$ cat src/rtl/regfile_scoreboard.sv
// rtl/regfile_scoreboard.sv - parametrised register file with per-register busy scoreboard
//
// Purpose:
//    Integer register file for the pipelined core. Decode reserves destination
//    registers at issue and writeback stores the result and releases the
//    reservation. Every read port returns data plus a busy flag, so the hazard
//    unit can stall without keeping its own tracking state.
//
// Parameters:
//    XLEN      data width in bits
//    NREG      number of registers (power of two, >= 2)
//    NRD       number of read ports (1..4)
//    ZERO_REG  1: register 0 reads as 0 and ignores writes and reservations
//
// Ports:
//    clk               in   1         rising-edge clock
//    reset_n           in   1         asynchronous active-low reset
//    reg_write_enable  in   1         commit write_data to write_address
//    write_address     in   AW        writeback destination
//    write_data        in   XLEN      writeback value
//    reserve_enable    in   1         mark reserve_address busy
//    reserve_address   in   AW        destination being reserved
//    flush             in   1         clear every busy bit
//    read_address      in   NRD*AW    port k at [k*AW +: AW]
//    read_data         out  NRD*XLEN  port k at [k*XLEN +: XLEN]
//    read_busy         out  NRD       port k register has a reservation
//    busy_count        out  AW+1      number of busy registers
//
// Build option:
//    REGFILE_BYPASS_EN  when defined, a same-cycle write is forwarded to
//                       matching read ports (write-first); otherwise reads
//                       see only stored state (read-before-write).

module regfile_scoreboard #(
   parameter int XLEN     = 32,
   parameter int NREG     = 32,
   parameter int NRD      = 2,
   parameter int ZERO_REG = 1,
   localparam int AW      = $clog2(NREG)
) (
   input  logic                clk,
   input  logic                reset_n,
   input  logic                reg_write_enable,
   input  logic [AW-1:0]       write_address,
   input  logic [XLEN-1:0]     write_data,
   input  logic                reserve_enable,
   input  logic [AW-1:0]       reserve_address,
   input  logic                flush,
   input  logic [NRD*AW-1:0]   read_address,
   output logic [NRD*XLEN-1:0] read_data,
   output logic [NRD-1:0]      read_busy,
   output logic [AW:0]         busy_count
);

   logic [XLEN-1:0] regs [NREG];
   logic [NREG-1:0] busy;
   logic [NREG-1:0] busy_nxt;
   logic [AW:0]     count_nxt;
   logic            write_ok;
   logic            reserve_ok;

   // Address 0 is inert when ZERO_REG is set, so it is filtered once here and
   // never reaches storage or the busy vector.
   always_comb begin
      write_ok   = reg_write_enable;
      reserve_ok = reserve_enable;
      if (ZERO_REG != 0) begin
         if (write_address == '0)
            write_ok = 1'b0;
         if (reserve_address == '0)
            reserve_ok = 1'b0;
      end
   end

   // Busy next state; later assignments win, giving flush > reserve > write.
   always_comb begin
      busy_nxt = busy;
      if (write_ok)
         busy_nxt[write_address] = 1'b0;
      if (reserve_ok)
         busy_nxt[reserve_address] = 1'b1;
      if (flush)
         busy_nxt = '0;
   end

   // busy_count is registered from the next-state vector so it always equals
   // popcount(busy) without a cycle of lag.
   always_comb begin
      count_nxt = '0;
      for (int i = 0; i < NREG; i++)
         count_nxt = count_nxt + (AW+1)'(busy_nxt[i]);
   end

   always_ff @(posedge clk or negedge reset_n) begin
      if (!reset_n) begin
         busy       <= '0;
         busy_count <= '0;
      end else begin
         busy       <= busy_nxt;
         busy_count <= count_nxt;
      end
   end

   always_ff @(posedge clk or negedge reset_n) begin
      if (!reset_n) begin
         for (int i = 0; i < NREG; i++)
            regs[i] <= '0;
      end else if (write_ok) begin
         regs[write_address] <= write_data;
      end
   end

   // Read ports: independent combinational lookups.
   always_comb begin
      read_data = '0;
      read_busy = '0;
      for (int k = 0; k < NRD; k++) begin
         logic [AW-1:0]   ra;
         logic [XLEN-1:0] rd;
         logic            rb;
         ra = read_address[k*AW +: AW];
         rd = regs[ra];
         rb = busy[ra];
`ifdef REGFILE_BYPASS_EN
         // write_ok already excludes register 0 when it is hardwired.
         if (write_ok && (write_address == ra)) begin
            rd = write_data;
            rb = reserve_enable && (reserve_address == ra);
         end
`endif
         if ((ZERO_REG != 0) && (ra == '0)) begin
            rd = '0;
            rb = 1'b0;
         end
         read_data[k*XLEN +: XLEN] = rd;
         read_busy[k]              = rb;
      end
   end

endmodule

$ cat config.mk
export PLATFORM = sky130hd
export DESIGN_NAME = regfile_scoreboard
export DESIGN_NICKNAME = d
export VERILOG_FILES = /design/src/rtl/regfile_scoreboard.sv
export SDC_FILE = /design/constraint.sdc
export NUM_CORES = 2
export LEC_CHECK = 0
export ABC_AREA = 1
export CELL_PAD_IN_SITES_DETAIL_PLACEMENT = 0
export CELL_PAD_IN_SITES_GLOBAL_PLACEMENT = 2
export CORE_ASPECT_RATIO = 1.4
export CORE_MARGIN = 5
export CORE_UTILIZATION = 36
export DETAILED_ROUTE_END_ITERATION = 6
export PLACE_DENSITY = 0.83
export SLEW_MARGIN = 30
export SYNTH_ARGS = -nofsm -noshare
export SYNTH_HDL_FRONTEND = slang
export SYNTH_SLANG_ARGS = --single-unit
$ cat constraint.sdc
create_clock -name clk -period 5.75 [get_ports clk]
set_input_delay 0.8625 -clock clk [delete_from_list [all_inputs] [get_ports clk]]
set_output_delay 0.8625 -clock clk [all_outputs]
set_load 0.05 [all_outputs]
==> impl_metrics.csv <==
group,metric,value,unit
routing,detailedRoute.firstIterationViolations,6221,
global_routing,global_route.overflow_total,0,
hold_path,holdCritPathClass,"in -> async",
setup_path,maximum_fanout_count_along_the_critical_path,6,
global_routing,vias_in_the_first_global_route,57415,
logic_synthesis,synthArstFlopShare,100,%
finish,finish.cell_count_without_fillers,10678,
sta,final_cycle_share,95.1,%
logic_synthesis,synth_area_per_cell,6.84,µm²
logic_synthesis,yosys_register_bits,1062,
setup_path,timing.critical_path.arrival,6.13,ns
routing,drt_drc,0,
sta,timing.final.hold_violations,0,
finish,design.final.nets,8522,
logic_synthesis,synth_cell_type_count,28,
pwr,logic_pwr_share,20.9,%
placement,gp_routability_congestion,0.837,
pwr,p_sw_share,33.0,%
clocking,cts_made_buffers,114,
logic_synthesis,synth_flop_cell,"dfrtp_1",
logic_synthesis,synth.yosys.seq_area_share,44.4,%
placement,hpwl_detailed,138,mm
setup_path,timing.critical_path.required,6.40,ns
global_routing,first_pass_grt_wire_length,383,mm
setup_path,crit_path_start_kind,"input port",
pwr,power.density,333,nW/µm²
logic_synthesis,synth.cells.most_frequent,"3372 x nand2_1, 1434 x nand3_1, 1062 x dfrtp_1, 843 x o21ai_0, 582 x nor2_1",
pwr,p_leak,31.3,nW
die,die_x,355,µm
global_routing,grt_antenna_before_repair,4,
logic_synthesis,synth_top_area_cells,"dfrtp_1 44%, nand2_1 21%, nand3_1 12%",
placement,placedCellCount,10463,
placement,buffer_ports.inserted,128,
clocking,clk_path_buf_depth,3,
die,die_area,175000,µm²
clocking,cts_htree_levels,3,
pwr,clock_power_share,34.5,%
routing,firstDrtPassIters,6,
sta,fin_hold_ws,0.222,ns
finish,layout.filler_cells,17346,
pwr,p_int,15.0,mW
logic_synthesis,yosys.area.top_type_share,44.4,%
clocking,cts_tree,"yes",
die,floorplan.die.height,492,µm
job,drv_cap,0,
clocking,postCtsHoldBufs,0,
routing,wire_length_per_cell,24.2,µm
pwr,p_switching,7.37,mW
pwr,power.total,22.4,mW
logic_synthesis,synth_fp_nets,8835,
sta,worstMarginPinSlew,1.04,ns
sta,timing.max_slew.rel_slack,30.7,%
logic_synthesis,synth_top_cell_by_area,"dfrtp_1",
clocking,clkTransAtPathRegs,0.06,ns
finish,syn_to_final_growth,12.1,%
pwr,maximum_vdd_drop,0.000249,V
sta,clock.fmax,0.183,GHz
setup_path,critPathKind,"in -> reg",
run_status,run_status,"complete, no violations",
routing,final_antenna_net_count,0,
sta,period_needed,5.47,ns
routing,wirelength_routed,258,mm
global_routing,grt_usage,28.8,%
logic_synthesis,number_of_flops_mapped_to_enable_cells_by_yosys,0,
routing,detail_route.vias_per_cell,5.56,
setup_path,timing.critical_path.to_type,"flop",
sta,timing_max_transition_violations_final,0,
logic_synthesis,synth.most_common_cell,"nand2_1",
pwr,seq_pwr_share,44.6,%
die,floorplan.initialDensity,36.1,%
sta,report.final.setup_viol,0,
sta,finalClockSkew,0.0159,ns
finish,layout-drive-gt1-share,6.88,%
die,floorplan.io_pins,129,
sta,setup_total_negative_slack,0,ns
global_routing,grt_start_max_net_pins,158,
logic_synthesis,netlist_area,59800,µm²
die,fp-row-count,177,
die,fp.coreArea,166000,µm²
clocking,clkSinkCount,1062,
logic_synthesis,postSynthCellCount,8747,
clocking,cts.root.buffer_cell,"clkbuf_16",
routing,detailroute.via_count,59353,
clocking,worstSkewPairLatency,0.75,ns
logic_synthesis,synth-warning-count,0,
cell usage in the layout (no fill, tap or decap), types with 6 or more instances in the layout:
cell             netlist  layout
a21oi_2                0       6
inv_2                 13      21
o21ai_0              843     841
ha_1                   7       7
buf_12                 0      66
clkbuf_16              0     116
nand2_4                0      12
clkdlybuf4s50_1        0      47
nor2_4                 3       9
buf_4                 20     233
clkinv_2               0      35
nand2_1             3372    3357
clkbuf_8               0      34
inv_8                  0       6
clkbuf_1             425      18
dfrtp_1             1062    1062
nand3_1             1434    1429
nor2_1               582     581
buf_6                  0       6
a21oi_1              354     348
o211ai_1              26      26
inv_1                157     124
bufinv_16              0       6
fa_1                  24      23
o21ai_1               50      51
clkinv_1               2      12
timing repair:
action                     CTS  global route
setup endpoints to repair    0             4
buffers inserted             0             1
resized for setup            0            22
power by group through the flow:
stage / combinational, mW / clock, mW / sequential (mW)
6_report: 4.68 / 7.71 / 9.97
5_1_grt: 5.33 / 8.15 / 10.1
4_1_cts: 4.69 / 7.87 / 9.94
3_5_place_dp: 4.68 / 0 / 10.1
3_3_place_gp: 4.60 / 0 / 10.0
2_1_floorplan: 3.30 / 0 / 9.82
critical path, stage by stage:
cell             delay, ns
clkdlybuf4s50_1       0.62
inv_2                 0.08
nand3_1               0.22
nor2_1                0.10
clkinv_2              0.06
nand2_1               0.05
a21oi_2               0.13
inv_1                 0.07
fa_1                  0.57
fa_1                  0.46
fa_1                  0.54
fa_1                  0.43
fa_1                  0.49
inv_1                 0.05
fa_1                  0.48
ha_1                  0.14
inv_1                 0.07
fa_2                  0.40
o21ai_2               0.15
xor2_1                0.16
kinds of logic after synthesis:
kind of cell	Yosys count	synth area share [%]
AO/OA/AOI/OAI	1275	10.8
XOR/XNOR	3	0.0439
adder cells (fa/ha/maj)	31	0.949
buffers and inverters	968	6.78
AND/OR/NAND/NOR	5408	37.0
flip-flops	1062	44.4
cell type report:
type	count	area (µm²)	share of cell area [%]
repair buffers	367	3850	5.74
well taps	2148	2690	4.01
diodes	2	5.00	0.00746
multi-input cells	6717	29400	43.9
flip-flops and latches	1062	26600	39.6
inverters	172	704	1.05
clock inverters	42	392	0.584
clock buffers	168	3440	5.12
state kept, by name, summed over array words and instances (netlist names):
name        count
regs         1024
busy_count      6
busy           32
per-stage QoR:
step           setup slack (ns)  util (%)  cell area [µm²]
2_1_floorplan            0.0352         -            59800
3_3_place_gp             -0.657      38.0            63000
3_5_place_dp             -0.637      38.1            63100
4_1_cts                   0.146      40.4            67000
5_1_grt                 -0.0134      40.5            67100
6_report                  0.279      40.5            67100
metal layers:
| layer | wire [µm] | vias to the layer above | global-route usage, % | share of wire, % |
|---|---|---|---|---|
| met3 | 17000 | 481 | 3.49 | 6.6 |
| met1 | 109000 | 28822 | 37.8 | 42 |
| met5 | 0 | - | 0 | 0 |
| met2 | 121000 | 2390 | 48.6 | 47 |
| li1 | - | 27660 | - | - |
| met4 | 11000 | 0 | 11.5 | 4.3 |
final timing paths:
kind,start,to,slack (ns),cells past startpoint
min in group clk,regs[1013],regs[1013],0.40,0
worst min register to register,regs[1013],regs[1013],0.40,0
worst max-delay path,write_address[3],busy_count[4],0.28,20
worst max register to register,busy[15],busy_count[4],0.95,15
max in group asynchronous,reset_n,regs[486],4.10,3
worst min-delay path,reset_n,regs[999],0.22,1
Note: power is estimated with default switching activity, not from simulation.
